[config.mk]
export PLATFORM = sky130hd
export DESIGN_NAME = channel_accumulator_stream
export DESIGN_NICKNAME = d
export VERILOG_FILES = /design/src/rtl/channel_accumulator_stream_pkg.sv /design/src/rtl/channel_accumulator_stream_lane.sv /design/src/rtl/channel_accumulator_stream.sv
export SDC_FILE = /design/constraint.sdc
export NUM_CORES = 1
export LEC_CHECK = 0
export ABC_AREA = 1
export BUFFER_PORTS_ARGS = -buffer_cell sky130_fd_sc_hd__buf_4
export CAP_MARGIN = 30
export CELL_PAD_IN_SITES_DETAIL_PLACEMENT = 0
export CELL_PAD_IN_SITES_GLOBAL_PLACEMENT = 1
export CORE_ASPECT_RATIO = 0.75
export CORE_UTILIZATION = 35
export DETAILED_ROUTE_END_ITERATION = 8
export PLACE_DENSITY = 0.69
export SETUP_SLACK_MARGIN = 0.5
export SLEW_MARGIN = 5
export SYNTH_ARGS = -nofsm -noshare
export SYNTH_HDL_FRONTEND = slang
export SYNTH_SLANG_ARGS = --single-unit
[constraint.sdc]
create_clock -name clk -period 4.1 [get_ports clk]
set_clock_uncertainty 0.05 [all_clocks]
set_input_delay 1.23 -clock clk [delete_from_list [all_inputs] [get_ports clk]]
set_output_delay 1.23 -clock clk [all_outputs]
set_load 0.02 [all_outputs]
[src/rtl/channel_accumulator_stream_pkg.sv]
// Shared defaults and elaboration-time helpers for the streaming channel accumulator.
// The width defaults mirror the layer-1 conv datapath that feeds this block.
package channel_accumulator_stream_pkg;

  localparam int KERNEL_ACCUM_BITWIDTH = 20;
  localparam int BIAS_BITWIDTH         = 16;
  localparam int INPUT_CHANNELS        = 4;
  localparam int OUTPUT_BITWIDTH       = 8;

  function automatic int clog2(input int value);
    int result;
    result = 0;
    for (int i = 0; i < 31; i++) begin
      if ((1 << i) < value) result = i + 1;
    end
    return result;
  endfunction

  function automatic int maxInt(input int a, input int b);
    return (a > b) ? a : b;
  endfunction

endpackage

[src/rtl/channel_accumulator_stream_lane.sv]
// One output lane of requantisation: optional ReLU, floor shift, signed saturation.
// Purely combinational; the top registers its outputs.
module acc_requant_lane
  import channel_accumulator_stream_pkg::*;
#(
  parameter int ACC_W     = 23,
  parameter int OUT_W     = OUTPUT_BITWIDTH,
  parameter int OUT_SHIFT = 0
) (
  input  logic signed [ACC_W-1:0] i_sum,
  input  logic                    i_relu,
  output logic [OUT_W-1:0]        o_data,
  output logic                    o_sat
);

  localparam logic signed [ACC_W-1:0] MAX_V = {{(ACC_W-OUT_W+1){1'b0}}, {(OUT_W-1){1'b1}}};
  localparam logic signed [ACC_W-1:0] MIN_V = ~MAX_V;

  logic signed [ACC_W-1:0] w_relu;
  logic signed [ACC_W-1:0] w_shift;

  assign w_relu  = (i_relu && i_sum[ACC_W-1]) ? '0 : i_sum;
  assign w_shift = w_relu >>> OUT_SHIFT;

  // Saturate only when the shifted value leaves the signed output range.
  always_comb begin
    o_data = w_shift[OUT_W-1:0];
    o_sat  = 1'b0;
    if (w_shift > MAX_V) begin
      o_data = MAX_V[OUT_W-1:0];
      o_sat  = 1'b1;
    end else if (w_shift < MIN_V) begin
      o_data = MIN_V[OUT_W-1:0];
      o_sat  = 1'b1;
    end
  end

endmodule

[src/rtl/channel_accumulator_stream.sv]
// Time-multiplexed channel accumulator: sums CHANNELS beats per group plus bias,
// then requantises each lane; valid/ready on both sides with a single output register.
module channel_accumulator_stream
  import channel_accumulator_stream_pkg::*;
#(
  parameter int CHANNELS  = INPUT_CHANNELS,
  parameter int LANES     = 2,
  parameter int PSUM_W    = KERNEL_ACCUM_BITWIDTH,
  parameter int BIAS_W    = BIAS_BITWIDTH,
  parameter int OUT_W     = OUTPUT_BITWIDTH,
  parameter int OUT_SHIFT = 0
) (
  input  logic                    clk,
  input  logic                    reset_n,
  input  logic                    clear,
  input  logic                    cfg_relu,
  input  logic [BIAS_W-1:0]       bias,
  input  logic                    in_valid,
  output logic                    in_ready,
  input  logic [PSUM_W*LANES-1:0] in_psum,
  output logic                    out_valid,
  input  logic                    out_ready,
  output logic [OUT_W*LANES-1:0]  out_data,
  output logic [LANES-1:0]        out_sat,
  output logic                    busy
);

  localparam int ACC_W = maxInt(PSUM_W, BIAS_W) + clog2(CHANNELS) + 1;
  localparam int CNT_W = (CHANNELS > 1) ? clog2(CHANNELS) : 1;
  localparam logic [CNT_W-1:0] LAST_CH = CNT_W'(CHANNELS - 1);

  logic [CNT_W-1:0]        r_chCnt;
  logic signed [ACC_W-1:0] r_acc [LANES];
  logic                    r_outValid;
  logic [OUT_W*LANES-1:0]  r_outData;
  logic [LANES-1:0]        r_outSat;

  logic                    w_first;
  logic                    w_last;
  logic                    w_accept;
  logic                    w_load;
  logic signed [ACC_W-1:0] w_sum [LANES];
  logic [OUT_W*LANES-1:0]  w_qData;
  logic [LANES-1:0]        w_qSat;

  assign w_first = (r_chCnt == '0);
  assign w_last  = (r_chCnt == LAST_CH);
  // Only the final beat needs the output register, so only it can stall.
  assign in_ready = !(w_last && r_outValid && !out_ready);
  assign w_accept = in_valid && in_ready && !clear;
  assign w_load   = w_accept && w_last;

  generate
    for (genvar k = 0; k < LANES; k++) begin : g_lane
      logic signed [ACC_W-1:0] w_base;
      logic signed [ACC_W-1:0] w_psum;

      assign w_psum = {{(ACC_W-PSUM_W){in_psum[k*PSUM_W+PSUM_W-1]}}, in_psum[k*PSUM_W +: PSUM_W]};
      assign w_base = w_first ? {{(ACC_W-BIAS_W){bias[BIAS_W-1]}}, bias} : r_acc[k];
      assign w_sum[k] = w_base + w_psum;

      acc_requant_lane #(
        .ACC_W    (ACC_W),
        .OUT_W    (OUT_W),
        .OUT_SHIFT(OUT_SHIFT)
      ) u_requant (
        .i_sum (w_sum[k]),
        .i_relu(cfg_relu),
        .o_data(w_qData[k*OUT_W +: OUT_W]),
        .o_sat (w_qSat[k])
      );
    end
  endgenerate

  always_ff @(posedge clk or negedge reset_n) begin
    if (!reset_n) begin
      r_chCnt <= '0;
      for (int k = 0; k < LANES; k++) r_acc[k] <= '0;
    end else if (clear) begin
      r_chCnt <= '0;
    end else if (w_accept) begin
      r_chCnt <= w_last ? '0 : r_chCnt + 1'b1;
      for (int k = 0; k < LANES; k++) r_acc[k] <= w_sum[k];
    end
  end

  // A new result may load in the same cycle the old one is taken, keeping out_valid high.
  always_ff @(posedge clk or negedge reset_n) begin
    if (!reset_n) begin
      r_outValid <= 1'b0;
      r_outData  <= '0;
      r_outSat   <= '0;
    end else if (w_load) begin
      r_outValid <= 1'b1;
      r_outData  <= w_qData;
      r_outSat   <= w_qSat;
    end else if (out_ready) begin
      r_outValid <= 1'b0;
    end
  end

  assign out_valid = r_outValid;
  assign out_data  = r_outData;
  assign out_sat   = r_outSat;
  assign busy      = (r_chCnt != '0);

endmodule

==> flow_metrics.py, run 1 <==
metrics = {
    "outcome": {
        "status": "complete, no violations",
    },
    "routing": {
        "first_pass_iters": 5,
        "drc": 0,
        "avgRoutedWirePerCell_um": 15.1,
        "vias_per_cell": 4.78,
        "drt_wl_total_um": 21900,
        "vias": 6927,
        "first_iter_violations": 451,
        "antenna_left": 0,
    },
    "global_route": {
        "grt_max_degree": 68,
        "grt-ovfl-total": 0,
        "grt_pass1_wl_um": 33000,
        "grt_usage_pct": 22.2,
        "grt_pass1_vias": 6269,
        "antenna_found_initial": 0,
    },
    "critical_path": {
        "crit_type": "in -> reg",
        "r2r_cells": 24,
        "start_kind": "input port",
        "cp.required_ns": 4.28,
        "worst-path-max-fanout": 8,
        "cp-end-kind": "flop",
        "cp.arrival_ns": 3.66,
    },
    "power_and_ir_drop": {
        "clkPwrFrac_pct": 18.0,
        "power.sequential.fraction_pct": 21.7,
        "combPwrFrac_pct": 60.3,
        "leakagePower_nw": 4.74,
        "total_power_mw": 4.38,
        "p_sw_mw": 2.01,
        "intPower_mw": 2.37,
        "ir_drop_mv": 0.300,
        "p_sw_share_pct": 45.9,
        "power_per_cell_area_nw_per_um2": 490,
    },
    "layout": {
        "area_delta_synth_final_pct": 37.5,
        "final_common_cell": "nand2_1",
        "diodes": 0,
        "fin_area_um2": 8950,
        "nets": 1312,
        "drive_above_1_share_pct": 29.2,
        "most-common-layout-cells": "361 x nand2_1, 145 x inv_1, 127 x buf_4, 70 x nor2_1, 67 x dfrtp_1",
    },
    "min_path": {
        "min_path_cells": 2,
        "hold_path_class": "reg -> reg",
    },
    "placement": {
        "portBuffers": 82,
        "dp_slack_ns": -0.0189,
        "gp_congestion": 0.864,
        "detailedPlacementHpwl_um": 16800,
        "place_area_um2": 7510,
    },
    "logic_synthesis": {
        "syn_area_um2": 6510,
        "synth_seq_cells": 67,
        "synth_cells": 1072,
        "yosys_warnings": 0,
        "ys_types": 41,
        "synth.avg_cell_area_um2": 6.07,
        "syn_nets": 1182,
        "ys_seq_area_share_pct": 25.7,
    },
    "cts": {
        "ctsRootBufferMaster": "clkbuf_16",
        "clock_path_buffers": 2,
        "clk_pin_slew_worst_paths_ns": 0.06,
        "htreeDepth": 3,
        "postCtsHoldBufs": 0,
        "clkLatencyLatePin_ns": 0.34,
        "cts_sinks": 67,
        "cts_made_buffers": 9,
        "cts_tree": "done",
    },
    "sta": {
        "finalCritPeriodShare_pct": 84.8,
        "setup_tns_ns": 0,
        "hold_viol_final": 0,
        "fmax_ghz": 0.288,
        "fin_ws_ns": 0.622,
        "slew_headroom_pct": 62.7,
        "rsz0062_at_grt": "yes",
        "setup_viol": 0,
        "worst_pin_slew_ns": 0.558,
        "drv_slew": 0,
        "fin_crit_ns": 3.48,
    },
    "floorplan": {
        "die_y_um": 120,
        "coreArea_um2": 17900,
        "placementRows": 42,
        "die_area_um2": 19200,
        "die-width_um": 159,
        "initial_utilization_pct": 36.3,
        "top_level_ports": 83,
    },
    "job": {
        "max_cap_viol_count": 0,
    },
}
==> metrics by stage <==
step	hold WS (ns)	utilization [%]	std cells
2_1_floorplan	0.399	-	1072
3_5_place_dp	0.417	41.9	1398
6_report	0.427	50.0	1449
4_1_cts	0.433	44.2	1415
5_1_grt	0.451	50.0	1449
3_3_place_gp	0.415	41.9	1398
==> path summary, 6_finish.rpt <==
| path | start | end | slack [ns] |
|---|---|---|---|
| worst max-delay path | bias[0] | out_data[6]$_DFFE_PN0P_ | 0.62 |
| worst min-delay path | r_acc[19]$_DFFE_PN0P_ | r_acc[19]$_DFFE_PN0P_ | 0.43 |
| worst max register to register | r_chCnt[0]$_DFFE_PN0P_ | out_data[14]$_DFFE_PN0P_ | 0.69 |
| worst min register to register | r_acc[19]$_DFFE_PN0P_ | r_acc[19]$_DFFE_PN0P_ | 0.43 |
| max in group asynchronous | reset_n | r_acc[4]$_DFFE_PN0P_ | 2.85 |
| min in group asynchronous | reset_n | r_acc[18]$_DFFE_PN0P_ | 0.63 |
==> synthesized netlist by cell type <==
cell	n	share of area (%)
a21boi_1	6	0.69
a21boi_2	2	0.35
a21o_2	1	0.13
a21oi_1	53	4.1
a21oi_2	2	0.27
a21oi_4	1	0.25
a31oi_1	1	0.096
and2_1	1	0.096
and2_2	1	0.12
buf_2	1	0.077
buf_4	1	0.12
buf_6	1	0.17
clkbuf_1	16	0.92
clkbuf_2	1	0.077
dfrtp_1	67	26
fa_1	2	0.61
ha_1	46	8.8
inv_1	152	8.8
inv_2	1	0.058
nand2_1	411	24
nand2_2	10	0.96
nand2_4	3	0.52
nand3_1	65	5.0
nand3_2	6	0.92
nand3_4	1	0.27
nand3b_1	6	0.69
nand4_1	11	1.1
nand4_2	1	0.19
nor2_1	99	5.7
nor2_2	10	0.96
nor3_1	5	0.38
nor3_2	2	0.31
nor4_1	1	0.096
o211ai_1	1	0.12
o21ai_0	56	4.3
o21ai_2	1	0.13
o21bai_1	4	0.46
o31ai_1	1	0.12
or2_2	8	0.77
xnor2_1	5	0.67
xor2_1	9	1.2
==> layout make-up <==
cell class / count / area, um2
flip-flops and latches: 67 / 1680
fillers: 1916 / 8970
inverters: 153 / 579
multi-input cells: 832 / 4910
clock inverters: 6 / 72.6
repair buffers: 139 / 1180
clock buffers: 10 / 229
well taps: 242 / 303
==> cells by family (layout without fill, tap and decap cells) <==
family          count (synthesis)  after routing  synth area share (%)
buf+inv                       173            308                  10.2
simple gates                  641            641                  41.7
flops                          67             67                  25.7
compound gates                129            129                  11.0
fa+ha+maj                      48             48                  9.45
xor+xnor                       14             14                  1.88
==> sequential cells by signal (all words and copies together) (netlist names) <==
register / flops
r_acc: 46
out_sat: 2
out_data: 16
out_valid: 1
r_chCnt: 2
==> power by group through the flow <==
stage,clock network [mW],registers (mW),logic (mW)
floorplan,0,1.00,1.43
finish,0.789,0.952,2.64
global placement,0,0.959,2.16
global route,0.847,0.977,2.94
CTS,0.811,0.953,2.20
detailed placement,0,0.956,2.15
==> critical path: stages <==
cell      delay, ns
buf_4          0.08
nor2_1         0.05
a21oi_1        0.14
ha_2           0.21
inv_1          0.06
fa_2           0.37
inv_2          0.07
nand3_1        0.07
nand3_2        0.10
nand2_2        0.08
nand2_2        0.09
nand2_1        0.05
nand2_1        0.11
and2_4         0.16
nand4_1        0.09
nor2_1         0.14
nand3_2        0.17
a21oi_4        0.19
buf_12         0.15
a21boi_1       0.06
==> what timing repair did <==
item,4_1_cts,5_1_grt
buffers inserted,1,30
cloned,0,3
pin swaps,5,59
hold endpoints to repair,0,0
resized for setup,29,181
endpoints found under the setup margin,16,17
==> routing by layer <==
| metal | part of all wire (%) | global-route usage, % | vias to the layer above |
|---|---|---|---|
| li1 | - | - | 3628 |
| met1 | 53 | 34.3 | 3140 |
| met2 | 42 | 32.6 | 150 |
| met3 | 4.4 | 3.53 | 9 |
| met4 | 0.47 | 2.88 | 0 |
| met5 | 0 | 0 | - |
Note: power is estimated with default switching activity, not from simulation.
==> run 2: changes to the inputs <==
Settings changed: ABC_AREA 1 to 0, PLACE_DENSITY 0.69 to 0.66.
Clock period 4.1 ns to 3.6 ns, I/O delays scaled along.
==> run 2 against run 1 <==
- the run now ends with negative setup slack left
- sequential share of layout area down 0.75 points
- total power is 15% higher
- register-to-register slack worse by 0.95 ns
- global-route usage grew 3.3 points
- cell count down 15%
- routed wire length increased by 0.58%
- die area down 10%
- sequential power rose by 12%
- clock-buffer cell count is 3 higher
- worst hold slack improved by 0.0028 ns
- critical path type unchanged
==> flow_metrics.py, run 2 <==
metrics = {
    "outcome": {
        "status": "complete, but fails checks",
        "violations": "negative setup slack",
    },
    "cts": {
        "clkLatencyLatePin_ns": 0.34,
        "clk_pin_slew_worst_paths_ns": 0.06,
        "cts_tree": "done",
        "postCtsHoldBufs": 0,
        "cts_sinks": 67,
        "cts_made_buffers": 9,
        "clock_path_buffers": 2,
        "ctsRootBufferMaster": "clkbuf_16",
        "htreeDepth": 3,
    },
    "critical_path": {
        "slowest_delay_ns": 0.37,
        "cp_cell_sequence": "buf_4 > nand2_2 > buf_12 > o21ai_1 > ha_1 > buf_4 > buf_4 > o21a_1 > o22ai_4 > buf_4 > xor2_2 > buf_4 > nand3_1 > and4b_1 > nand4_1 > o211ai_2 > buf_6 > o311ai_2",
        "rr_endpoint": "out_data[13]$_DFFE_PN0P_",
        "start_kind": "input port",
        "r2r_cells": 18,
        "crit_type": "in -> reg",
        "worst-path-max-fanout": 8,
        "cp.required_ns": 3.75,
        "cp.arrival_ns": 4.02,
        "crit_slowest_cell": "ha_1",
        "rrSetupSlack_ns": -0.26,
        "r2r-start": "r_chCnt[1]$_DFFE_PN0P_",
        "path_common_cell": "buf_4",
        "cp-end-kind": "flop",
    },
    "placement": {
        "placed_cells": 1179,
        "gp_congestion": 0.899,
        "portBuffers": 82,
        "place_area_um2": 8020,
        "detailedPlacementHpwl_um": 17000,
    },
    "power_and_ir_drop": {
        "ir_drop_mv": 0.235,
        "total_power_mw": 5.05,
        "power_per_cell_area_nw_per_um2": 541,
        "leakagePower_nw": 4.40,
    },
    "floorplan": {
        "die_y_um": 114,
        "top_level_ports": 83,
        "coreArea_um2": 16200,
        "die-width_um": 151,
        "initial_utilization_pct": 36.2,
        "die_area_um2": 17200,
        "placementRows": 40,
    },
    "layout": {
        "area_delta_synth_final_pct": 59.5,
        "fin_cells": 1235,
        "diodes": 0,
        "largest_register_ffs": 46,
        "most-common-layout-cells": "264 x buf_4, 101 x nand2_1, 72 x o21ai_0, 67 x dfrtp_1, 55 x inv_1",
        "drive_above_1_share_pct": 44.3,
        "final_util_pct": 57.7,
        "nets": 1132,
        "final_common_cell": "buf_4",
        "top_register": "r_acc",
        "fin_area_um2": 9330,
    },
    "global_route": {
        "grt_max_degree": 68,
        "grt_pass1_vias": 6279,
        "grt-ovfl-total": 0,
        "grt_pass1_wl_um": 33600,
        "antenna_found_initial": 1,
        "grt_usage_pct": 25.5,
    },
    "sta": {
        "hold_viol_final": 0,
        "slew_headroom_pct": 61.6,
        "drv_slew": 0,
        "fmax_ghz": 0.258,
        "worst_pin_slew_ns": 0.575,
        "rsz0062_at_grt": "yes",
        "setup_tns_ns": -4.01,
        "fin_ws_ns": -0.269,
        "finalCritPeriodShare_pct": 107,
        "setup_viol": 16,
        "fin_crit_ns": 3.87,
    },
    "routing": {
        "first_pass_iters": 5,
        "vias": 6586,
        "avgRoutedWirePerCell_um": 17.8,
        "first_iter_violations": 387,
        "antenna_left": 0,
        "vias_per_cell": 5.33,
        "drt_wl_total_um": 22000,
        "drc": 0,
    },
    "logic_synthesis": {
        "async_flop_share_pct": 100,
        "synth_edf_count": 0,
        "synth.avg_cell_area_um2": 7.69,
        "syn_area_um2": 5850,
        "synth_ff_type": "dfrtp_1",
        "ys_types": 78,
        "ys_seq_area_share_pct": 28.7,
        "yosys_warnings": 0,
        "synth_largest_area_cell": "dfrtp_1",
        "synth.most_common_cell": "nand2_1",
        "yosys-top-cells-count": "115 x nand2_1, 112 x o21ai_0, 67 x dfrtp_1, 59 x inv_1, 50 x a21oi_1",
        "syn_nets": 871,
        "yosysTopAreaCellShare_pct": 28.7,
        "synth_cells": 761,
        "synth_seq_cells": 67,
        "ys_top_cells_by_area": "dfrtp_1 29%, ha_1 9.8%, o21ai_0 9.6%",
    },
    "job": {
        "max_cap_viol_count": 0,
    },
    "min_path": {
        "min_path_cells": 2,
        "min_from": "r_acc[29]$_DFFE_PN0P_",
        "hold_path_class": "reg -> reg",
        "worstHoldEndpoint": "r_acc[29]$_DFFE_PN0P_",
    },
}
run 2: changes by cell type in the layout (fill, tap and decap cells not counted), moves of 15 or more:
cell	delta
buf_4	+137
ha_1	+21
inv_1	-90
nand2_1	-260
nand2_2	-41
nand3_1	-40
nand3_2	-15
nor2_1	-33
nor2_2	-21
nor2_4	-16
o21ai_0	+23
o21ai_1	+15
o21ai_2	+17
run 2: kinds of logic (layout without fill, tap and decap cells):
kind of cell | count (synthesis) | after routing | share of synthesized area, %
DFF | 67 | 67 | 28.7
and+or+nand+nor | 260 | 260 | 21.6
muxes | 3 | 3 | 0.535
adders and majority gates | 48 | 48 | 10.5
AOI/OAI and AO/OA | 261 | 261 | 28.1
buffers and inverters | 94 | 358 | 6.33
xor gates and xnor gates | 28 | 28 | 4.19
run 2: layout make-up:
class	instances	area, um2
Clock buffer	13	280
Clock inverter	1	7.51
Fill cell	1480	6840
Inverter	59	221
Multi-Input combinational cell	600	4560
Sequential cell	67	1680
Tap cell	210	263
Timing Repair Buffer	285	2310
run 2: routing by layer:
| metal | vias up | part of all wire [%] | routed length (um) | track usage [%] |
|---|---|---|---|---|
| li1 | 3250 | - | - | - |
| met1 | 3129 | 49 | 10900 | 38.7 |
| met2 | 184 | 42 | 9180 | 36.1 |
| met3 | 21 | 7.6 | 1680 | 6.72 |
| met4 | 2 | 1.2 | 262 | 4.27 |
| met5 | - | 0.059 | 13 | 0 |
run 2: timing repair:
action                                  CTS  global route
endpoints found under the setup margin   41            40
setup buffers                            23            16
hold endpoints to repair                  0             0
gates resized for setup                  71            88
cloned                                    0             2
pin swaps                                40            33
run 2: worst max-delay path by stage:
| stage | slack [ns] | cells past startpoint | startpoint | endpoint |
|---|---|---|---|---|
| after floorplan | -0.09 | 14 | bias[0] | out_data[0]$_DFFE_PN0P_ |
| after global placement | -0.81 | 15 | bias[8] | out_data[9]$_DFFE_PN0P_ |
| after detailed placement | -0.82 | 15 | bias[8] | out_data[9]$_DFFE_PN0P_ |
| after CTS | -0.24 | 16 | r_chCnt[0]$_DFFE_PN0P_ | out_data[9]$_DFFE_PN0P_ |
| after global routing | -0.45 | 18 | r_chCnt[1]$_DFFE_PN0P_ | out_data[9]$_DFFE_PN0P_ |
| final | -0.27 | 18 | bias[6] | out_data[10]$_DFFE_PN0P_ |
run 2: power by group:
part           internal [mW]  total [mW]  switching, mW  leakage [nW]
combinational           1.50        3.11           1.61          3.44
clock                  0.534       0.865          0.331         0.140
sequential             0.964        1.07          0.104         0.818
total                   3.00        5.05           2.05          4.40
run 2: worst max-delay path, delay by kind of cell:
| family | cells | cell delay, ns |
|---|---|---|
| buffers and inverters | 7 | 1.01 |
| xor gates and xnor gates | 1 | 0.16 |
| AOI/OAI and AO/OA | 5 | 0.82 |
| and+or+nand+nor | 4 | 0.57 |
| adders and majority gates | 1 | 0.37 |
run 2: per-stage QoR:
step	hold WS [ns]	setup WS (ns)
after global placement	0.412	-0.808
after detailed placement	0.421	-0.815
after floorplan	0.399	-0.0934
final	0.430	-0.269
after CTS	0.433	-0.245
after global routing	0.457	-0.449
